<file path="config.mk">
export PLATFORM = sky130hd
export DESIGN_NAME = ascii_rx_mux
export DESIGN_NICKNAME = d
export VERILOG_FILES = /design/src/rtl/ascii_rx_pkg.sv /design/src/rtl/ascii_char_fifo.sv /design/src/rtl/ascii_rx_mux.sv
export SDC_FILE = /design/constraint.sdc
export NUM_CORES = 1
export LEC_CHECK = 0
export BUFFER_PORTS_ARGS = -buffer_cell sky130_fd_sc_hd__buf_2
export CELL_PAD_IN_SITES_DETAIL_PLACEMENT = 1
export CELL_PAD_IN_SITES_GLOBAL_PLACEMENT = 1
export CORE_MARGIN = 2
export CORE_UTILIZATION = 40
export CTS_CLUSTER_DIAMETER = 50
export CTS_CLUSTER_SIZE = 16
export DETAILED_ROUTE_END_ITERATION = 12
export GPL_TIMING_DRIVEN = 1
export PLACE_DENSITY = 0.66
export SLEW_MARGIN = 25
export SYNTH_ARGS = -nofsm -noshare
export SYNTH_HDL_FRONTEND = slang
export SYNTH_SLANG_ARGS = --single-unit
export TNS_END_PERCENT = 10
</file>
<file path="constraint.sdc">
create_clock -name clk25 -period 3.4 [get_ports clk25]
set_input_delay 0.34 -clock clk25 [delete_from_list [all_inputs] [get_ports clk25]]
set_output_delay 0.34 -clock clk25 [all_outputs]
set_load 0.02 [all_outputs]
</file>
<file path="src/rtl/ascii_rx_pkg.sv">
// Shared constants, receive FSM encoding and character translation for the
// Apple-I keyboard receive path.
package ascii_rx_pkg;

    localparam logic [6:0] ASC_CR       = 7'h0D;
    localparam logic [6:0] ASC_LF       = 7'h0A;
    localparam logic [6:0] ASC_ESC      = 7'h1B;
    localparam logic [6:0] ASC_LC_A     = 7'h61;
    localparam logic [6:0] ASC_LC_Z     = 7'h7A;
    localparam logic [6:0] ASC_CASE_OFS = 7'h20;

    typedef enum logic {
        RX_EMPTY = 1'b0,
        RX_FULL  = 1'b1
    } rx_state_e;

    // Strip bit 7, map LF to CR and optionally fold lower case to upper case.
    function automatic logic [6:0] ascii_xlate(input logic [7:0] ch, input logic upcase);
        logic [6:0] c;
        c = ch[6:0];
        if (c == ASC_LF) begin
            c = ASC_CR;
        end else if (upcase && (c >= ASC_LC_A) && (c <= ASC_LC_Z)) begin
            c = c - ASC_CASE_OFS;
        end
        return c;
    endfunction

endpackage

</file>
<file path="src/rtl/ascii_char_fifo.sv">
// Synchronous FIFO for keyboard characters. A push into a full FIFO is
// accepted when a pop happens on the same edge.
module ascii_char_fifo #(
    parameter int unsigned DEPTH = 8,
    parameter int unsigned WIDTH = 7
) (
    input  logic                         clk,
    input  logic                         rst,
    input  logic                         push_i,
    input  logic [WIDTH-1:0]             din_i,
    input  logic                         pop_i,
    output logic [WIDTH-1:0]             dout_o,
    output logic                         full_o,
    output logic                         empty_o,
    output logic [$clog2(DEPTH+1)-1:0]   count_o
);

    localparam int unsigned PTR_W = $clog2(DEPTH);
    localparam int unsigned CNT_W = $clog2(DEPTH+1);

    logic [WIDTH-1:0] mem_q [DEPTH];
    logic [PTR_W-1:0] wr_ptr_q;
    logic [PTR_W-1:0] rd_ptr_q;
    logic [CNT_W-1:0] count_q;
    logic             do_push;
    logic             do_pop;

    assign empty_o = (count_q == '0);
    assign full_o  = (count_q == CNT_W'(DEPTH));
    assign count_o = count_q;
    assign dout_o  = mem_q[rd_ptr_q];
    assign do_pop  = pop_i && !empty_o;
    assign do_push = push_i && (!full_o || do_pop);

    // Storage array; contents need no reset since the count gates every read.
    always_ff @(posedge clk) begin
        if (do_push) begin
            mem_q[wr_ptr_q] <= din_i;
        end
    end

    // Pointers wrap modulo DEPTH; the count separates full from empty.
    always_ff @(posedge clk) begin
        if (rst) begin
            wr_ptr_q <= '0;
            rd_ptr_q <= '0;
            count_q  <= '0;
        end else begin
            if (do_push) begin
                wr_ptr_q <= wr_ptr_q + PTR_W'(1);
            end
            if (do_pop) begin
                rd_ptr_q <= rd_ptr_q + PTR_W'(1);
            end
            if (do_push && !do_pop) begin
                count_q <= count_q + CNT_W'(1);
            end else if (do_pop && !do_push) begin
                count_q <= count_q - CNT_W'(1);
            end
        end
    end

endmodule

</file>
<file path="src/rtl/ascii_rx_mux.sv">
// Merges PS/2 keystrokes and the paced paste stream into the PIA-style
// receive register read by the 6502 at $D010/$D011.
module ascii_rx_mux
    import ascii_rx_pkg::*;
#(
    parameter int unsigned FIFO_DEPTH = 8,
    parameter int unsigned PACE       = 4000,
    parameter bit          UPCASE     = 1'b1
) (
    input  logic       clk25,
    input  logic       rst,
    input  logic [7:0] ps2_ascii,
    input  logic       ps2_strobe,
    input  logic [7:0] file_ascii,
    input  logic       file_valid,
    output logic       file_ack,
    output logic       file_abort,
    input  logic       cs,
    input  logic       address,
    output logic [7:0] dout,
    output logic       rx_ready,
    output logic       overflow
);

    localparam int unsigned PACE_W = $clog2(PACE) + 1;
    localparam int unsigned CNT_W  = $clog2(FIFO_DEPTH + 1);
    localparam logic [PACE_W-1:0] PACE_RELOAD = PACE_W'(PACE - 1);

    rx_state_e         state_q;
    rx_state_e         state_d;
    logic [6:0]        rx_data_q;
    logic [PACE_W-1:0] pace_q;
    logic [7:0]        dout_q;
    logic              file_ack_q;
    logic              file_abort_q;
    logic              overflow_q;

    logic [6:0]        kb_char_c;
    logic [6:0]        paste_char_c;
    logic              kb_valid_c;
    logic              push_c;
    logic              drop_c;
    logic              pop_c;
    logic              paste_take_c;
    logic              paste_load_c;
    logic              load_c;
    logic              rd_data_c;
    logic              rx_full_c;

    logic [6:0]        fifo_head;
    logic              fifo_full;
    logic              fifo_empty;
    logic [CNT_W-1:0]  unused_fifo_count;

    assign kb_char_c    = ascii_xlate(ps2_ascii, UPCASE);
    assign paste_char_c = ascii_xlate(file_ascii, UPCASE);
    assign kb_valid_c   = ps2_strobe && (kb_char_c != '0);
    assign push_c       = kb_valid_c && (!fifo_full || pop_c);
    assign drop_c       = kb_valid_c && fifo_full && !pop_c;
    assign paste_load_c = paste_take_c && (paste_char_c != '0);
    assign load_c       = pop_c || paste_load_c;
    assign rd_data_c    = cs && !address;
    assign rx_full_c    = (state_q == RX_FULL);

    ascii_char_fifo #(
        .DEPTH (FIFO_DEPTH),
        .WIDTH (7)
    ) u_fifo (
        .clk     (clk25),
        .rst     (rst),
        .push_i  (push_c),
        .din_i   (kb_char_c),
        .pop_i   (pop_c),
        .dout_o  (fifo_head),
        .full_o  (fifo_full),
        .empty_o (fifo_empty),
        .count_o (unused_fifo_count)
    );

    // Receive FSM state register.
    always_ff @(posedge clk25) begin
        if (rst) begin
            state_q <= RX_EMPTY;
        end else begin
            state_q <= state_d;
        end
    end

    // Next state: fill on any load, empty on a data read (never both on one edge).
    always_comb begin
        state_d = state_q;
        case (state_q)
            RX_EMPTY: if (load_c)    state_d = RX_FULL;
            RX_FULL:  if (rd_data_c) state_d = RX_EMPTY;
            default:                 state_d = RX_EMPTY;
        endcase
    end

    // Load source select: FIFO first; paste yields to a keystroke arriving this
    // cycle and to an ack still in flight, so the producer can advance first.
    always_comb begin
        pop_c        = 1'b0;
        paste_take_c = 1'b0;
        if (state_q == RX_EMPTY) begin
            if (!fifo_empty) begin
                pop_c = 1'b1;
            end else if (file_valid && (pace_q == '0) && !kb_valid_c && !file_ack_q) begin
                paste_take_c = 1'b1;
            end
        end
    end

    // Receive data, pacing, handshake pulses, sticky overflow and CPU read data.
    always_ff @(posedge clk25) begin
        if (rst) begin
            rx_data_q    <= '0;
            pace_q       <= '0;
            dout_q       <= '0;
            file_ack_q   <= 1'b0;
            file_abort_q <= 1'b0;
            overflow_q   <= 1'b0;
        end else begin
            if (load_c) begin
                rx_data_q <= pop_c ? fifo_head : paste_char_c;
            end
            if (paste_take_c) begin
                pace_q <= PACE_RELOAD;
            end else if (pace_q != '0) begin
                pace_q <= pace_q - PACE_W'(1);
            end
            file_ack_q   <= paste_take_c;
            file_abort_q <= kb_valid_c && (kb_char_c == ASC_ESC);
            if (drop_c) begin
                overflow_q <= 1'b1;
            end
            if (cs) begin
                dout_q <= address ? {rx_full_c, 7'b0} : {1'b1, rx_data_q};
            end
        end
    end

    assign file_ack   = file_ack_q;
    assign file_abort = file_abort_q;
    assign dout       = dout_q;
    assign rx_ready   = rx_full_c;
    assign overflow   = overflow_q;

endmodule

</file>
==> flow_summary.toml, run 1 <==
[status]
status = "complete, no violations"

[worst_hold_path]
min_to = "dout[7]"
hp-start = "address"
hold_depth = 2
hp-class = "primary input to flip-flop"

[critical_path]
arrival_ps = 3120
startpoint_type = "primary input"
critPathMaxStageDelay_ps = 570
end_kind = "flip-flop"
reg2reg_to = "u_fifo.count_o[3]"
timing.rr.start = "u_fifo.count_o[0]"
critPathKind = "primary input to flip-flop"
cp_slowest_cell = "or4_4"
required_ps = 3690
rr_worst_depth = 11
rrSetupSlack_ps = 810
crit_chain = "buf_2, or4_4, o41a_4, and2_2, ha_1, inv_1, ha_1, a21o_1, a21oi_1, xnor2_1, or3_1, a21oi_1"
path_max_fanout = 12
critPathLaunch = "ps2_ascii[3]"

[clock_network]
cts_resized = 0
insertion_delay_ps = 350
hold_buffers = 0
post_cts_buffers = 0
cts_tree = "done"
cts_made_buffers = 9
htree_levels = 3
clk_pin_slew_ps = 70
cts_num_sinks = 101
cts_buffer_depth = 2
root_buffer = "clkbuf_16"

[yosys]
yosysTopAreaCell = "edfxtp_1"
synthTopCellsByArea = "edfxtp_1 37%, dfxtp_1 20%, mux4_2 7.0%, nor2_1 2.7%, a21oi_1 2.4%"
ys.flop_type = "edfxtp_1"
yosys-top-cells-count = "56 x edfxtp_1, 45 x dfxtp_1, 33 x nor2_1"
synthAdderAreaFrac = 0.02653
synthArstFlopShare = 0
synthXorXnorAreaFrac = 0.02709
synth-simple-area-share = 0.1703
syn_inst = 363
avgSynthCellArea_um2 = 12.47
synth_compound_area_frac = 0.08762
syn_nets = 394
yosysTopAreaCellShare = 0.3715
synthDistinctLibCells = 58
synth_edf_count = 56
synth_mux_area_frac = 0.08817
synth_area_mm2 = 0.004527
yosysMostFrequentCell = "edfxtp_1"
yosysSeqAreaShare = 0.5705
ys.warnings.count = 0
ys_ff_latch = 101
synth_top_family_by_area = "simple AND/OR/NAND/NOR gates"

[run]
drv_cap = 0

[drt]
route.detailed.drc = 0
num_vias = 2983
dr_wl_met3_um = 363
wl_met1_um = 4709
drt-pass1-iter-count = 4
ant_nets = 0
wire_per_inst_um = 18.69
vias_per_cell = 5.494
drt_iter0_drc = 137
routed_wl_um = 10150
highest_layer = "met4"
wl_met2_um = 4879

[cells_and_area]
antenna_cells = 0
stdcell_count = 543
drive_gt1_frac = 0.2357
final_area_mm2 = 0.005160
nets = 429
syn2layout_area_growth_pct = 13.99

[placement]
port_buffers = 31
dp_cells = 527
gp_congestion = 0.7245
dpl_cell_area_mm2 = 0.004831
dpl.hpwl_um = 6907

[global_routing]
grt_pass1_vias = 3078
grt_pass1_wl_um = 16330
grt_start_max_net_pins = 38
track_usage = 0.1831
grt_overflow_total = 0
antenna_found_initial = 0

[sta]
tns_ps = 0
worst_clock_skew_ps = 6.750
hold_viol_final = 0
slew_headroom = 0.4315
worstMarginPinSlew_ps = 849.6
fin_crit_sh = 0.8331
fin_hold_ws_ps = 296.3
period_minus_slack_ps = 2833
setup_viol = 0
rsz0062_at_grt = "no"
fmax_ghz = 0.3530
slew_violations = 0

[floorplanning]
dieHeight_um = 110.4
die_x_um = 110.4
coreArea_mm2 = 0.01094
num_rows = 38
die-area_mm2 = 0.01218
io_pins = 34
initial_core_util = 0.4140

[pwr]
ir_worst_vdd_v = 0.0003131
power_density_mw_per_mm2 = 757.7
p_leak_nw = 1.853
-- report_power, final --
part	switching [mW]	leakage, nW	internal, mW
Clock	0.484	0.161	0.656
Sequential	0.160	0.877	1.45
Combinational	0.626	0.815	0.532
Total	1.27	1.85	2.64
-- layer usage --
metal  up-vias  global-route usage
met5         -                   0
met3        14             0.04292
met4         0             0.06429
met1      1478              0.2301
li1       1438                   -
met2        53              0.3094
-- critical path: cells and delay by family --
family / cells / cell delay [ps]
XOR/XNOR: 1 / 90
AO/OA/AOI/OAI: 4 / 860
AND/OR/NAND/NOR: 3 / 1100
adder cells (fa/ha/maj): 2 / 450
buffers and inverters: 2 / 280
-- worst max-delay path by stage --
stage                     slack, ps  cells after the start           endpoint
final                           570                     12  u_fifo.count_o[3]
after global routing            410                     12  u_fifo.count_o[3]
after CTS                       550                     12  u_fifo.count_o[3]
after detailed placement        180                     12  u_fifo.count_o[3]
after global placement          250                     12  u_fifo.count_o[3]
after floorplan                 370                     12  u_fifo.count_o[3]
-- stage by stage --
step	setup slack [ps]	utilization	power [mW]
detailed placement	179.2	0.4418	2.800
CTS	554.0	0.4719	3.952
global route	409.1	0.4719	4.158
floorplan	373.8	-	2.487
global placement	247.7	0.4418	2.760
finish	567.3	0.4719	3.910
-- cells by family (layout without fill, tap and decap cells) --
logic type,count (synthesis),in the layout
xor+xnor,14,14
buf+inv,26,66
compound gates,57,57
simple gates,134,134
mux,22,22
flops,101,101
fa+ha+maj,9,9
-- flip-flops by register name, indices dropped and copies added, names as in the netlist, named ones only --
name and count:
u_fifo.rd_ptr_q 3, dout 8, rx_data_q 7, u_fifo.count_o 4, u_fifo.wr_ptr_q 3, file_ack 1
rx_ready 1, file_abort 1, overflow 1, u_fifo.mem_q 56, pace_q 13
-- cell usage in the layout (no fill, tap or decap), types with 10 or more instances in the layout --
cell / Yosys / routed
nand2_1: 19 / 19
a21oi_1: 22 / 22
nand2b_1: 12 / 12
buf_4: 0 / 10
edfxtp_1: 56 / 56
dfxtp_1: 45 / 45
nor3_1: 17 / 17
nor2_1: 33 / 33
mux4_2: 14 / 14
buf_2: 1 / 31
-- cell type report --
class	count	area, µm²
multi-input combinational	236	1809
inverter	9	33.78
tap	140	175.2
timing repair buffer	41	230.2
clock buffer	9	225.2
sequential	101	2582
fill	1157	5776
clock inverter	7	103.9
No activity file was read; power rests on OpenSTA's default activity.
==> run 2: changes to the inputs <==
- PLACE_DENSITY: 0.66 -> 0.68
- clock period: 3.4 -> 2.6 ns (I/O delays scaled with it)
==> run 2 against run 1 <==
  * Register-to-register slack got worse by 580 ps
  * Utilization rose by 0.62 points
  * Total power rose by 29%
  * Hold slack got worse by 81 ps
  * Combinational power rose by 37%
  * Critical path type unchanged
==> flow_summary.toml, run 2 (synthesis gave the netlist of run 1 again) <==
[drt]
num_vias = 2965
vias_per_cell = 5.381
routed_wl_um = 9533
wire_per_inst_um = 17.30
route.detailed.drc = 0
drt_iter0_drc = 154
drt-pass1-iter-count = 4
ant_nets = 0

[placement]
port_buffers = 31
dp_slack_ps = -248.3
gp_congestion = 0.7357
dpl.hpwl_um = 6777

[floorplanning]
num_rows = 38
coreArea_mm2 = 0.01094
initial_core_util = 0.4140
die_x_um = 110.4
dieHeight_um = 110.4
io_pins = 34
die-area_mm2 = 0.01218

[critical_path]
crit_chain = "buf_2, or4_4, o41a_4, and2_4, ha_4, inv_2, ha_1, a21o_1, a21oi_2, xnor2_1, or3_1, a21oi_1"
critPathKind = "primary input to flip-flop"
arrival_ps = 2760
reg2reg_to = "rx_data_q[5]"
cp_slowest_cell = "or4_4"
rr_worst_depth = 6
rrSetupSlack_ps = 230
required_ps = 2890
startpoint_type = "primary input"
critPathMaxStageDelay_ps = 550
timing.rr.start = "u_fifo.count_o[0]"
end_kind = "flip-flop"
path_max_fanout = 3

[sta]
slew_headroom = 0.5395
worst_slack_ps = 129.5
rsz0062_at_grt = "no"
worstMarginPinSlew_ps = 688.2
worst_clock_skew_ps = 9.317
setup_viol = 0
slew_violations = 0
hold_viol_final = 0
period_minus_slack_ps = 2471
fmax_ghz = 0.4048
fin_crit_sh = 0.9502

[clock_network]
cts_made_buffers = 9
hold_buffers = 0
cts_num_sinks = 101
cts_buffer_depth = 2
cts_tree = "done"
clk_pin_slew_ps = 70
insertion_delay_ps = 360
post_cts_buffers = 0
cts_resized = 0
root_buffer = "clkbuf_16"
htree_levels = 3

[worst_hold_path]
hp-start = "address"
min_to = "dout[7]"
hold_depth = 2
hp-class = "primary input to flip-flop"

[pwr]
power_density_mw_per_mm2 = 967.2
p_leak_nw = 1.893
p_comb_frac = 0.314
ir_worst_vdd_v = 0.0003937
p_int_mw = 3.342
pwr-share-seq = 0.414
swShare = 0.3391
p_switching_mw = 1.715
clkPwrFrac = 0.272

[global_routing]
track_usage = 0.1732
antenna_found_initial = 0
grt_overflow_total = 0
grt_start_max_net_pins = 38
grt_pass1_wl_um = 15680
grt_pass1_vias = 3048

[cells_and_area]
antenna_cells = 0
finish.utilization = 0.4780
drive_gt1_frac = 0.2628
nets = 437
final_common_cell = "edfxtp_1"
final_cell_mix = "56 x edfxtp_1, 45 x dfxtp_1, 33 x nor2_1, 31 x buf_2, 21 x a21oi_1"
largest_reg_flops = 56
syn2layout_area_growth_pct = 15.48
top_register = "u_fifo.mem_q"

[run]
drv_cap = 0

[status]
status = "complete, no violations"
run 2: cell count changes in the layout (fill, tap and decap cells not counted), sizes merged:
cell	change
buf	+8
bufinv	-2
clkinv	+1
inv	+1
run 2: layout make-up:
type,instances,area (µm²)
Clock buffer,9,225.2
Multi-Input combinational cell,236,1837
Timing Repair Buffer,49,290.3
Sequential cell,101,2582
Fill cell,1158,5708
Tap cell,140,175.2
Clock inverter,7,83.83
Inverter,9,33.78
run 2: layer usage:
layer | global-route usage | share of wire
met5 | 0 | 0
met4 | 0.07321 | 0.017
met3 | 0.03469 | 0.036
met2 | 0.2844 | 0.49
met1 | 0.2237 | 0.46
run 2: how the worst max path moves through the flow:
| stage | from | depth (start not counted) | endpoint | slack [ps] |
|---|---|---|---|---|
| 6_report | ps2_ascii[3] | 12 | u_fifo.count_o[3] | 130 |
| 4_1_cts | ps2_ascii[3] | 12 | u_fifo.count_o[3] | 120 |
| 3_3_place_gp | ps2_ascii[3] | 12 | u_fifo.count_o[3] | -190 |
| 2_1_floorplan | ps2_ascii[3] | 12 | u_fifo.count_o[3] | -200 |
| 3_5_place_dp | ps2_ascii[3] | 12 | u_fifo.count_o[3] | -250 |
| 5_1_grt | u_fifo.count_o[0] | 11 | u_fifo.count_o[3] | 1 |
run 2: power groups by stage:
stage          sequential, mW  clock, mW  combinational [mW]
3_3_place_gp             2.12          0                1.54
2_1_floorplan            2.08          0                1.21
3_5_place_dp             2.13          0                1.59
5_1_grt                  2.13       1.46                1.78
6_report                 2.09       1.38                1.59
4_1_cts                  2.10       1.40                1.60
run 2: metrics by stage:
stage	power, mW	setup TNS, ps	std cells	hold WS (ps)	area [µm²]
after floorplan	3.290	-203.1	363	377.8	4554
after global placement	3.665	-191.5	535	454.2	4908
after detailed placement	3.718	-324.4	535	458.6	4908
after CTS	5.103	0	551	209.0	5218
after global routing	5.371	0	551	223.5	5228
final	5.056	0	551	215.1	5228
run 2: critical path: cells and delay by family:
| family | cells | cell delay, ps |
|---|---|---|
| XOR/XNOR | 1 | 90 |
| AND/OR/NAND/NOR | 3 | 1000 |
| buffers and inverters | 2 | 160 |
| AO/OA/AOI/OAI | 4 | 870 |
| adder cells (fa/ha/maj) | 2 | 370 |
==> run 3: changes to the inputs <==
- CORE_ASPECT_RATIO: not set -> 0.75
- CORE_UTILIZATION: 40 -> 44
- PLACE_DENSITY: 0.68 -> 0.71
==> run 3 against run 2 <==
  * Via count increased by 2.6%
  * Worst setup slack improved by 8.7 ps
  * Sequential power about the same
  * Critical path depth unchanged
  * First-iteration DRC count decreased by 4.5%
  * Total power increased by 0.40%
  * Die area decreased by 8.7%
  * Clock skew decreased by 2.7 ps
  * Hold slack improved by 17 ps
  * Critical path type unchanged
  * Critical endpoint unchanged
==> flow_summary.toml, run 3 (synthesis gave the netlist of run 1 again) <==
[status]
status = "complete, no violations"

[critical_path]
critPathMaxStageDelay_ps = 530
arrival_ps = 2740
cp_slowest_cell = "or4_4"
crit_chain = "buf_2, or4_4, o41a_4, and2_4, ha_4, inv_2, ha_1, a21o_1, a21oi_2, xnor2_1, or3_1, a21oi_1"
startpoint_type = "primary input"
path_max_fanout = 3
crit_buf_inv = 2
required_ps = 2870
critical_path.top_delay_family = "simple AND/OR/NAND/NOR gates"
end_kind = "flip-flop"
critPathKind = "primary input to flip-flop"

[global_routing]
grtUsageMet3 = 0.04167
grt_pass1_vias = 3166
antenna_found_initial = 0
grt_start_max_net_pins = 38
grt_pass1_wl_um = 16610
grtUsageMet2 = 0.3071
grt_overflow_total = 0
track_usage = 0.1959
busiest_layer = "met2"
met1_usage = 0.2784

[cells_and_area]
drive_gt1_frac = 0.2686
nets = 443
final_cell_mix = "56 x edfxtp_1, 45 x dfxtp_1, 33 x nor2_1, 31 x buf_2, 24 x buf_4"
top_register = "u_fifo.mem_q"
largest_reg_flops = 56
antenna_cells = 0
syn2layout_area_growth_pct = 15.89
final_common_cell = "edfxtp_1"

[placement]
gp_congestion = 0.7830
port_buffers = 31
dpl.hpwl_um = 7098
dp_slack_ps = -219.6

[clock_network]
htree_levels = 3
insertion_delay_ps = 340
clk_pin_slew_ps = 70
cts_buffer_depth = 2
cts_tree = "done"
root_buffer = "clkbuf_16"
cts_num_sinks = 101
post_cts_buffers = 0
cts_made_buffers = 9
hold_buffers = 0

[floorplanning]
io_pins = 34
dieHeight_um = 91.84
coreArea_mm2 = 0.01013
die-area_mm2 = 0.01112
initial_core_util = 0.4469
die_x_um = 121.1
num_rows = 32

[sta]
worst_slack_ps = 138.2
fin_hold_ws_ps = 232.0
fin_crit_sh = 0.9469
worstMarginPinSlew_ps = 857.1
rsz0062_at_grt = "no"
slew_headroom = 0.4265
period_minus_slack_ps = 2462
worst_clock_skew_ps = 6.650
slew_violations = 0
hold_viol_final = 0
setup_viol = 0
fmax_ghz = 0.4062

[pwr]
power_mw = 5.076
clkPwrFrac = 0.261
p_switching_mw = 1.649
p_comb_frac = 0.325
p_int_mw = 3.427
swShare = 0.3249
power_density_mw_per_mm2 = 967.6
p_leak_nw = 1.908
ir_worst_vdd_v = 0.0004646
pwr-share-seq = 0.413

[drt]
vias_per_cell = 5.503
route.detailed.drc = 0
ant_nets = 0
routed_wl_um = 10060
num_vias = 3043
drt-pass1-iter-count = 4
wire_per_inst_um = 18.18
drt_iter0_drc = 147

[run]
drv_cap = 0

[worst_hold_path]
hp-class = "primary input to flip-flop"
-- run 3: changes by cell type in the layout (fill, tap and decap cells not counted), sizes merged --
cell      delta
buf          +6
inv          -2
bufinv       +1
clkbuf       +1
clkinv       -1
clkinvlp     +1
-- run 3: worst paths after layout --
kind	start	end	slack, ps	depth (start not counted)
setup / recovery	ps2_ascii[3]	u_fifo.count_o[3]	140	12
hold / removal	address	dout[7]	230	2
setup reg to reg	u_fifo.count_o[0]	u_fifo.count_o[3]	260	11
hold reg to reg	dout[6]	dout[6]	470	2
-- run 3: timing repair --
action,4_1_cts,5_1_grt
setup endpoints to repair,0,2
resized for setup,0,1
hold endpoints to repair,0,0
-- run 3: metrics by stage --
stage,cell area [µm²],cells,TNS (ps),utilization
after detailed placement,4949,537,-255.7,0.4885
after global routing,5246,553,0,0.5179
after global placement,4949,537,-167.0,0.4885
after floorplan,4554,363,-203.1,-
after CTS,5240,553,0,0.5173
final,5246,553,0,0.5179
-- run 3: area by class of cell --
cell class / count / area [µm²]
inverter: 9 / 33.78
fill: 1064 / 4883
clock inverter: 6 / 62.56
clock buffer: 10 / 229.0
sequential: 101 / 2582
tap: 136 / 170.2
multi-input combinational: 236 / 1833
timing repair buffer: 55 / 335.3
-- run 3: layer usage --
| layer | wire length (µm) | vias to the layer above |
|---|---|---|
| li1 | - | 1468 |
| met1 | 4718 | 1515 |
| met2 | 4745 | 51 |
| met3 | 494 | 9 |
| met4 | 96 | 0 |
| met5 | 0 | - |
-- run 3: power groups by stage --
stage | combinational (mW) | clock, mW | sequential (mW)
after detailed placement | 1.65 | 0 | 2.13
after floorplan | 1.21 | 0 | 2.08
after CTS | 1.67 | 1.36 | 2.10
final | 1.65 | 1.33 | 2.10
after global placement | 1.58 | 0 | 2.12
after global routing | 1.85 | 1.41 | 2.13
